==> src/rtl/serial_adder_pkg.sv <==
// Shared definitions for the nibble-serial adder: nibble width, FSM states,
// and the nibble-counter width helper.
package serial_adder_pkg;

  localparam int unsigned NIB_W = 4;

  typedef enum logic [1:0] {
    S_IDLE = 2'd0,
    S_RUN  = 2'd1,
    S_DONE = 2'd2
  } state_e;

  // Counter must be at least one bit wide even when there is a single nibble.
  function automatic int unsigned cnt_width(input int unsigned nib);
    return (nib <= 2) ? 1 : $clog2(nib);
  endfunction

endpackage

==> src/rtl/full_adder_4bit.sv <==
// 4-bit adder with carry-in/carry-out; the per-cycle datapath of the serial adder.
module full_adder_4bit (
  input  logic [3:0] a,
  input  logic [3:0] b,
  input  logic       cin,
  output logic [3:0] sum,
  output logic       cout
);

  assign {cout, sum} = 5'(a) + 5'(b) + 5'(cin);

endmodule

==> src/rtl/nibble_serial_adder.sv <==
// Multi-cycle WIDTH-bit adder processing one nibble per clock via full_adder_4bit.
// Define NSA_OVERFLOW_EN to add the held signed-overflow output ovf.
module nibble_serial_adder
  import serial_adder_pkg::*;
#(
  parameter int unsigned WIDTH = 16
) (
  input  logic             clk,
  input  logic             rst_n,
  input  logic             start,
  input  logic [WIDTH-1:0] a,
  input  logic [WIDTH-1:0] b,
  input  logic             cin,
  output logic             ready,
  output logic             busy,
  output logic             done,
  output logic [WIDTH-1:0] sum,
  output logic             cout
`ifdef NSA_OVERFLOW_EN
  ,
  output logic             ovf
`endif
);

  localparam int unsigned NIB = WIDTH / NIB_W;
  localparam int unsigned CW  = cnt_width(NIB);

  state_e           state_q, state_d;
  logic [WIDTH-1:0] a_sh_q, a_sh_d;
  logic [WIDTH-1:0] b_sh_q, b_sh_d;
  logic [WIDTH-1:0] acc_q, acc_d;
  logic [WIDTH-1:0] sum_q, sum_d;
  logic             carry_q, carry_d;
  logic             cout_q, cout_d;
  logic [CW-1:0]    cnt_q, cnt_d;
  logic [NIB_W-1:0] fa_sum;
  logic             fa_cout;
  logic [WIDTH-1:0] acc_next;
  logic             last;
`ifdef NSA_OVERFLOW_EN
  logic             ovf_q, ovf_d;
`endif

  full_adder_4bit u_fa (
    .a    (a_sh_q[NIB_W-1:0]),
    .b    (b_sh_q[NIB_W-1:0]),
    .cin  (carry_q),
    .sum  (fa_sum),
    .cout (fa_cout)
  );

  // New nibble enters at the top so the accumulator is fully aligned after NIB shifts.
  assign acc_next = (acc_q >> NIB_W) | (WIDTH'(fa_sum) << (WIDTH - NIB_W));
  assign last     = (cnt_q == CW'(NIB - 1));

  always_comb begin
    state_d = state_q;
    a_sh_d  = a_sh_q;
    b_sh_d  = b_sh_q;
    acc_d   = acc_q;
    sum_d   = sum_q;
    carry_d = carry_q;
    cout_d  = cout_q;
    cnt_d   = cnt_q;
`ifdef NSA_OVERFLOW_EN
    ovf_d   = ovf_q;
`endif
    unique case (state_q)
      S_IDLE, S_DONE: begin
        if (start) begin
          a_sh_d  = a;
          b_sh_d  = b;
          carry_d = cin;
          acc_d   = '0;
          cnt_d   = '0;
          state_d = S_RUN;
        end else begin
          state_d = S_IDLE;
        end
      end
      S_RUN: begin
        a_sh_d  = a_sh_q >> NIB_W;
        b_sh_d  = b_sh_q >> NIB_W;
        acc_d   = acc_next;
        carry_d = fa_cout;
        cnt_d   = cnt_q + 1'b1;
        if (last) begin
          sum_d   = acc_next;
          cout_d  = fa_cout;
`ifdef NSA_OVERFLOW_EN
          ovf_d   = (a_sh_q[NIB_W-1] == b_sh_q[NIB_W-1]) &&
                    (fa_sum[NIB_W-1] != a_sh_q[NIB_W-1]);
`endif
          state_d = S_DONE;
        end
      end
      default: state_d = S_IDLE;
    endcase
  end

  always_ff @(posedge clk or negedge rst_n) begin
    if (!rst_n) begin
      state_q <= S_IDLE;
      a_sh_q  <= '0;
      b_sh_q  <= '0;
      acc_q   <= '0;
      sum_q   <= '0;
      carry_q <= 1'b0;
      cout_q  <= 1'b0;
      cnt_q   <= '0;
`ifdef NSA_OVERFLOW_EN
      ovf_q   <= 1'b0;
`endif
    end else begin
      state_q <= state_d;
      a_sh_q  <= a_sh_d;
      b_sh_q  <= b_sh_d;
      acc_q   <= acc_d;
      sum_q   <= sum_d;
      carry_q <= carry_d;
      cout_q  <= cout_d;
      cnt_q   <= cnt_d;
`ifdef NSA_OVERFLOW_EN
      ovf_q   <= ovf_d;
`endif
    end
  end

  assign ready = (state_q != S_RUN);
  assign busy  = (state_q == S_RUN);
  assign done  = (state_q == S_DONE);
  assign sum   = sum_q;
  assign cout  = cout_q;
`ifdef NSA_OVERFLOW_EN
  assign ovf   = ovf_q;
`endif

endmodule
==> config.mk <==
export PLATFORM = sky130hd
export DESIGN_NAME = nibble_serial_adder
export DESIGN_NICKNAME = d
export VERILOG_FILES = /design/src/rtl/serial_adder_pkg.sv /design/src/rtl/full_adder_4bit.sv /design/src/rtl/nibble_serial_adder.sv
export SDC_FILE = /design/constraint.sdc
export NUM_CORES = 1
export LEC_CHECK = 0
export ABC_AREA = 1
export BUFFER_PORTS_ARGS = -buffer_cell sky130_fd_sc_hd__buf_2
export CAP_MARGIN = 20
export CORE_MARGIN = 3
export CORE_UTILIZATION = 45
export CTS_CLUSTER_SIZE = 20
export DETAILED_ROUTE_END_ITERATION = 10
export HOLD_SLACK_MARGIN = 0.08
export PLACE_DENSITY = 0.63
export SLEW_MARGIN = 20
export SYNTH_ARGS = -nofsm -noshare
export SYNTH_HDL_FRONTEND = slang
export SYNTH_SLANG_ARGS = --single-unit
==> constraint.sdc <==
create_clock -name clk -period 2.2 [get_ports clk]
set_clock_uncertainty 0.2 [all_clocks]
set_input_delay 0.44 -clock clk [delete_from_list [all_inputs] [get_ports clk]]
set_output_delay 0.44 -clock clk [all_outputs]
set_load 0.05 [all_outputs]
After elaboration in Yosys (flattened, before gate mapping):

Cells that the tools add are included.

* register bits after elaboration: 70
* memory bits (writable): 0
* input bits: 36
* bits in read-only memories: 0
* output and inout bits: 20
* memories kept: 0
* bits in latches: 0

* add/sub/neg operators: 3
* div/mod/pow operators: 0
* equality and inequality tests: 6
* order comparisons: 0
* multiply operators: 0
* muxes and demuxes: 13
* bitwise logic cells: 1
* reductions and logical operators: 5
* shift operators: 0

Operators with widths (count)
* $pmux 16 s2: 3
* $mux 16: 3
* $or 12x16->16: 1
* $pmux 2 s2: 2
* $add 4x4->5: 1
* $add 5x1->5: 1
* $eq 2x2->1 const B: 2
* $mux 2: 2
* $ne 2x1->1 const B: 2
* $reduce_and 2->1: 2
* $add 2x1->2 const B: 1
* $eq 2x1->1 const B: 1
* $logic_not 2->1: 1
* $mux 1: 2
* $ne 2x2->1 const B: 1
* $pmux 1 s2: 1
* $reduce_bool 2->1: 1
* $reduce_or 2->1: 1

Logic depth before layout (Yosys ltp):

* word-level depth: 4
* mapped depth: 7

By module:

From an unflattened synthesis, not the netlist that was laid out.

* cells, all modules: 392
* area, all modules: 3216.8 um2

Modules (own cells, without submodules)
* nibble_serial_adder: cells an instance 367, seq. area each 1651.6 um2, times used 1, area an instance 3051.7 um2
* full_adder_4bit: cells an instance 25, seq. area each 0.0 um2, times used 1, area an instance 165.2 um2

Worst setup path before layout:

OpenSTA, ideal clock, no wires.

* kind: flip-flop to flip-flop
* start point: register a_sh_q[0]
* end point: register acc_q[13]
* cell stages (with the launch flop): 5
* required time: 1.918 ns
* setup slack: 0.448 ns
* arrival time: 1.469 ns
* library setup time: 0.082 ns
* cells stage by stage: dfrtp_1 > fa_1 > inv_1 > fa_1 > o22ai_1

* word-level cells in the longest chain between the ends: 4

RTL lines
* start, declared: RTL line nibble_serial_adder.sv:29 `logic [WIDTH-1:0] a_sh_q, a_sh_d;`
* start signal, assigned: RTL line nibble_serial_adder.sv:116 `a_sh_q <= a_sh_d;`
* $add 4x4->5: RTL line full_adder_4bit.sv:10 `assign {cout, sum} = 5'(a) + 5'(b) + 5'(cin);`
* $add 5x1->5: RTL line full_adder_4bit.sv:10
* $or 12x16->16: RTL line nibble_serial_adder.sv:53 `assign acc_next = (acc_q >> NIB_W) | (WIDTH'(fa_sum) << (WIDTH - NIB_W));`
* $pmux 16 s2: RTL line nibble_serial_adder.sv:68 `unique case (state_q)`
* end signal, assigned: RTL line nibble_serial_adder.sv:106 `acc_q <= '0;`
* end signal, assigned: RTL line nibble_serial_adder.sv:118 `acc_q <= acc_d;`
* end, declared: RTL line nibble_serial_adder.sv:31 `logic [WIDTH-1:0] acc_q, acc_d;`

Every way passes these cells.
A chain may end at the register's enable or synchronous reset.

Worst setup path after layout:

* start point: register state_q[1]
* end point: output busy

* word-level cells in the longest chain between the ends: 1

RTL lines
* start, declared: RTL line nibble_serial_adder.sv:28 `state_e state_q, state_d;`
* start signal, assigned: RTL line nibble_serial_adder.sv:115 `state_q <= state_d;`
* $eq 2x1->1: RTL line nibble_serial_adder.sv:130 `assign busy = (state_q == S_RUN);`
* end, declared: RTL line nibble_serial_adder.sv:15 `output logic busy,`

Every way passes these cells.

==> results.json <==
{
  "status": "finished, final reports clean",
  "rsz0062_at_grt": "no",
  "fmax_ghz": 0.4875,
  "fin_crit_ns": 2.051,
  "p_total_mw": 6.217,
  "dp_hpwl_mm": 4.016,
  "fillCellCount": 560,
  "clk_latency_ns": 0.33,
  "start_util": 0.4724,
  "hold_violations": 0,
  "syn_inst": 286,
  "dieArea_sq_mm": 0.007277,
  "nNetsFinal": 388,
  "yosysTopAreaCellShare": 0.5836,
  "crit_fanout": 13,
  "grt_pass1_vias": 2132,
  "gr-total-overflow": 0,
  "grt_antenna_before_repair": 0,
  "slew_violations": 0,
  "max-cap-violations": 0,
  "place_congestion": 0.8316,
  "port_buffers": 55,
  "placementRows": 28,
  "areaGrowthSynthToFinish_pct": 20.20,
  "clkSinkCount": 66,
  "yosysWarnings": 0,
  "cts-root-buf": "clkbuf_8",
  "seq_area_frac_synth": 0.5836,
  "cts_tree": "built",
  "power.density_mw_per_mm2": 1827,
  "syn_area_sq_mm": 0.002830,
  "dr.pass1.iters": 4,
  "chipHeight_um": 85.31,
  "pwr-share-comb": 0.472,
  "synthDistinctLibCells": 22,
  "crit_required_ns": 1.56,
  "end_kind": "primary output",
  "worst_ep_arrival_time_ns": 1.41,
  "wire_per_inst_um": 13.83,
  "layout_common_cells": "66 x dfrtp_1, 54 x buf_2, 42 x nand2_1",
  "whs_ns": 0.1152,
  "relSlewSlack": 0.7290,
  "dpl.cell_count": 409,
  "grt_usage": 0.1804,
  "switchingPower_mw": 2.727,
  "synthTopCellsByArea": "dfrtp_1 58%, o22ai_1 7.7%, nand2_1 5.6%",
  "via_per_inst": 5.070,
  "startpoint_type": "flop",
  "vias": 2160,
  "intPower_mw": 3.490,
  "h-tree-depth": 3,
  "diodes": 0,
  "grt_max_degree": 52,
  "peakVddDrop_mv": 1.032,
  "grt_pass1_wl_mm": 10.22,
  "p_seq_frac": 0.335,
  "sw_frac_of_total": 0.4387,
  "fp.dieW_um": 85.31,
  "p_clk_frac": 0.193,
  "antenna_left": 0,
  "clk_path_buf_depth": 2,
  "fin_crit_sh": 0.9325,
  "synth_seq_cells": 66,
  "fin_setup_tns_ns": 0,
  "io_pins": 56,
  "synth_nets": 328,
  "setup_violations": 0,
  "clk_pin_slew_ns": 0.07,
  "drc": 0,
  "wl_mm": 5.893,
  "stdcell_count": 426,
  "drtIter0Drc": 78,
  "coreArea_sq_mm": 0.005991,
  "layout-drive-gt1-share": 0.2564,
  "leakage_nw": 1.670,
  "tightestPinTransition_ns": 0.4064,
  "final_common_cell": "dfrtp_1",
  "avgSynthCellArea_sq_um": 9.896,
  "hold_class": "in -> reg",
  "tritoncts.num_buffers": 9,
  "worstSetupPathType": "reg -> out",
  "synth_top_cell_by_area": "dfrtp_1"
}
==> critical path, cell delays in order (launching register included) <==
cell and delay (ns):
dfrtp_1 0.36, inv_1 0.07, nand2_2 0.21, inv_4 0.18, clkbuf_4 0.25
==> cells in the mapped netlist (all sizes together) <==
master and instances:
nand2 46, nor2 27, o22ai 35, fa 2, o21ai 24, nand3 6, inv 31, ha 4
clkinv 1, nor3 24, xor2 1, buf 16, a21oi 3, dfrtp 66
==> per-layer routing <==
metal  share of wire  global-route usage  vias up
met3           0.050             0.03689        7
met1            0.49              0.2573     1014
met5               0                   0        -
li1                -                   -     1078
met4           0.015             0.08201        0
met2            0.45              0.2655       61
==> final cells by class <==
cell class                 count  area, sq um  area share
clock inverter                 5        102.6     0.03016
timing repair buffer          65        380.4      0.1118
sequential                    66         1652      0.4855
multi-input combinational    172        919.6      0.2703
inverter                      32        122.6     0.03604
clock buffer                  11        131.4     0.03862
tap                           75        93.84     0.02758
==> path summary, 6_finish.rpt <==
check,from,endpoint,slack (ns),cells after the start
hold reg to reg,sum[3],sum[3],0.27,2
max in group asynchronous,rst_n,carry_q,0.83,3
setup reg to reg,a_sh_q[0],acc_q[13],0.38,4
setup / recovery,state_q[1],busy,0.15,4
min in group asynchronous,rst_n,state_q[0],0.36,2
hold / removal,a[15],a_sh_q[15],0.12,3
==> flip-flops by register name, indices dropped and copies added (netlist names) <==
signal and flops:
b_sh_q 16, sum 16, state_q 2, carry_q 1, cnt_q 2, acc_q 12, a_sh_q 16, cout 1
==> power by group through the flow <==
| stage | Combinational [mW] | Sequential (mW) | Clock [mW] |
|---|---|---|---|
| after CTS | 2.95 | 2.08 | 1.22 |
| final | 2.93 | 2.08 | 1.20 |
| after global routing | 3.30 | 2.15 | 1.28 |
| after floorplan | 1.95 | 2.51 | 0 |
| after global placement | 2.90 | 2.09 | 0 |
| after detailed placement | 2.93 | 2.10 | 0 |
==> logic make-up (layout without fill, tap and decap cells) <==
family,after synthesis,count (layout),synth area share
compound gates,62,62,0.1331
xor+xnor,1,1,0.003095
fa+ha+maj,6,6,0.03183
simple gates,103,103,0.1569
buf+inv,48,113,0.09151
flops,66,66,0.5836
==> stage by stage <==
stage               utilization  setup WS [ns]  cell area (sq um)
finish                   0.5679         0.1485               3402
global route             0.5679        0.04264               3402
CTS                      0.5670        0.07432               3397
detailed placement       0.5263         0.3964               3153
global placement         0.5263         0.4150               3153
floorplan                     -         0.4482               2830
==> what timing repair did <==
| item | 4_1_cts | 5_1_grt |
|---|---|---|
| gates resized for setup | 0 | 2 |
| buffers inserted | 0 | 0 |
| setup endpoints to repair | 0 | 1 |
| hold buffers | 1 | 0 |
| hold endpoints to repair | 15 | 0 |
Note: power is estimated with default switching activity, not from simulation.
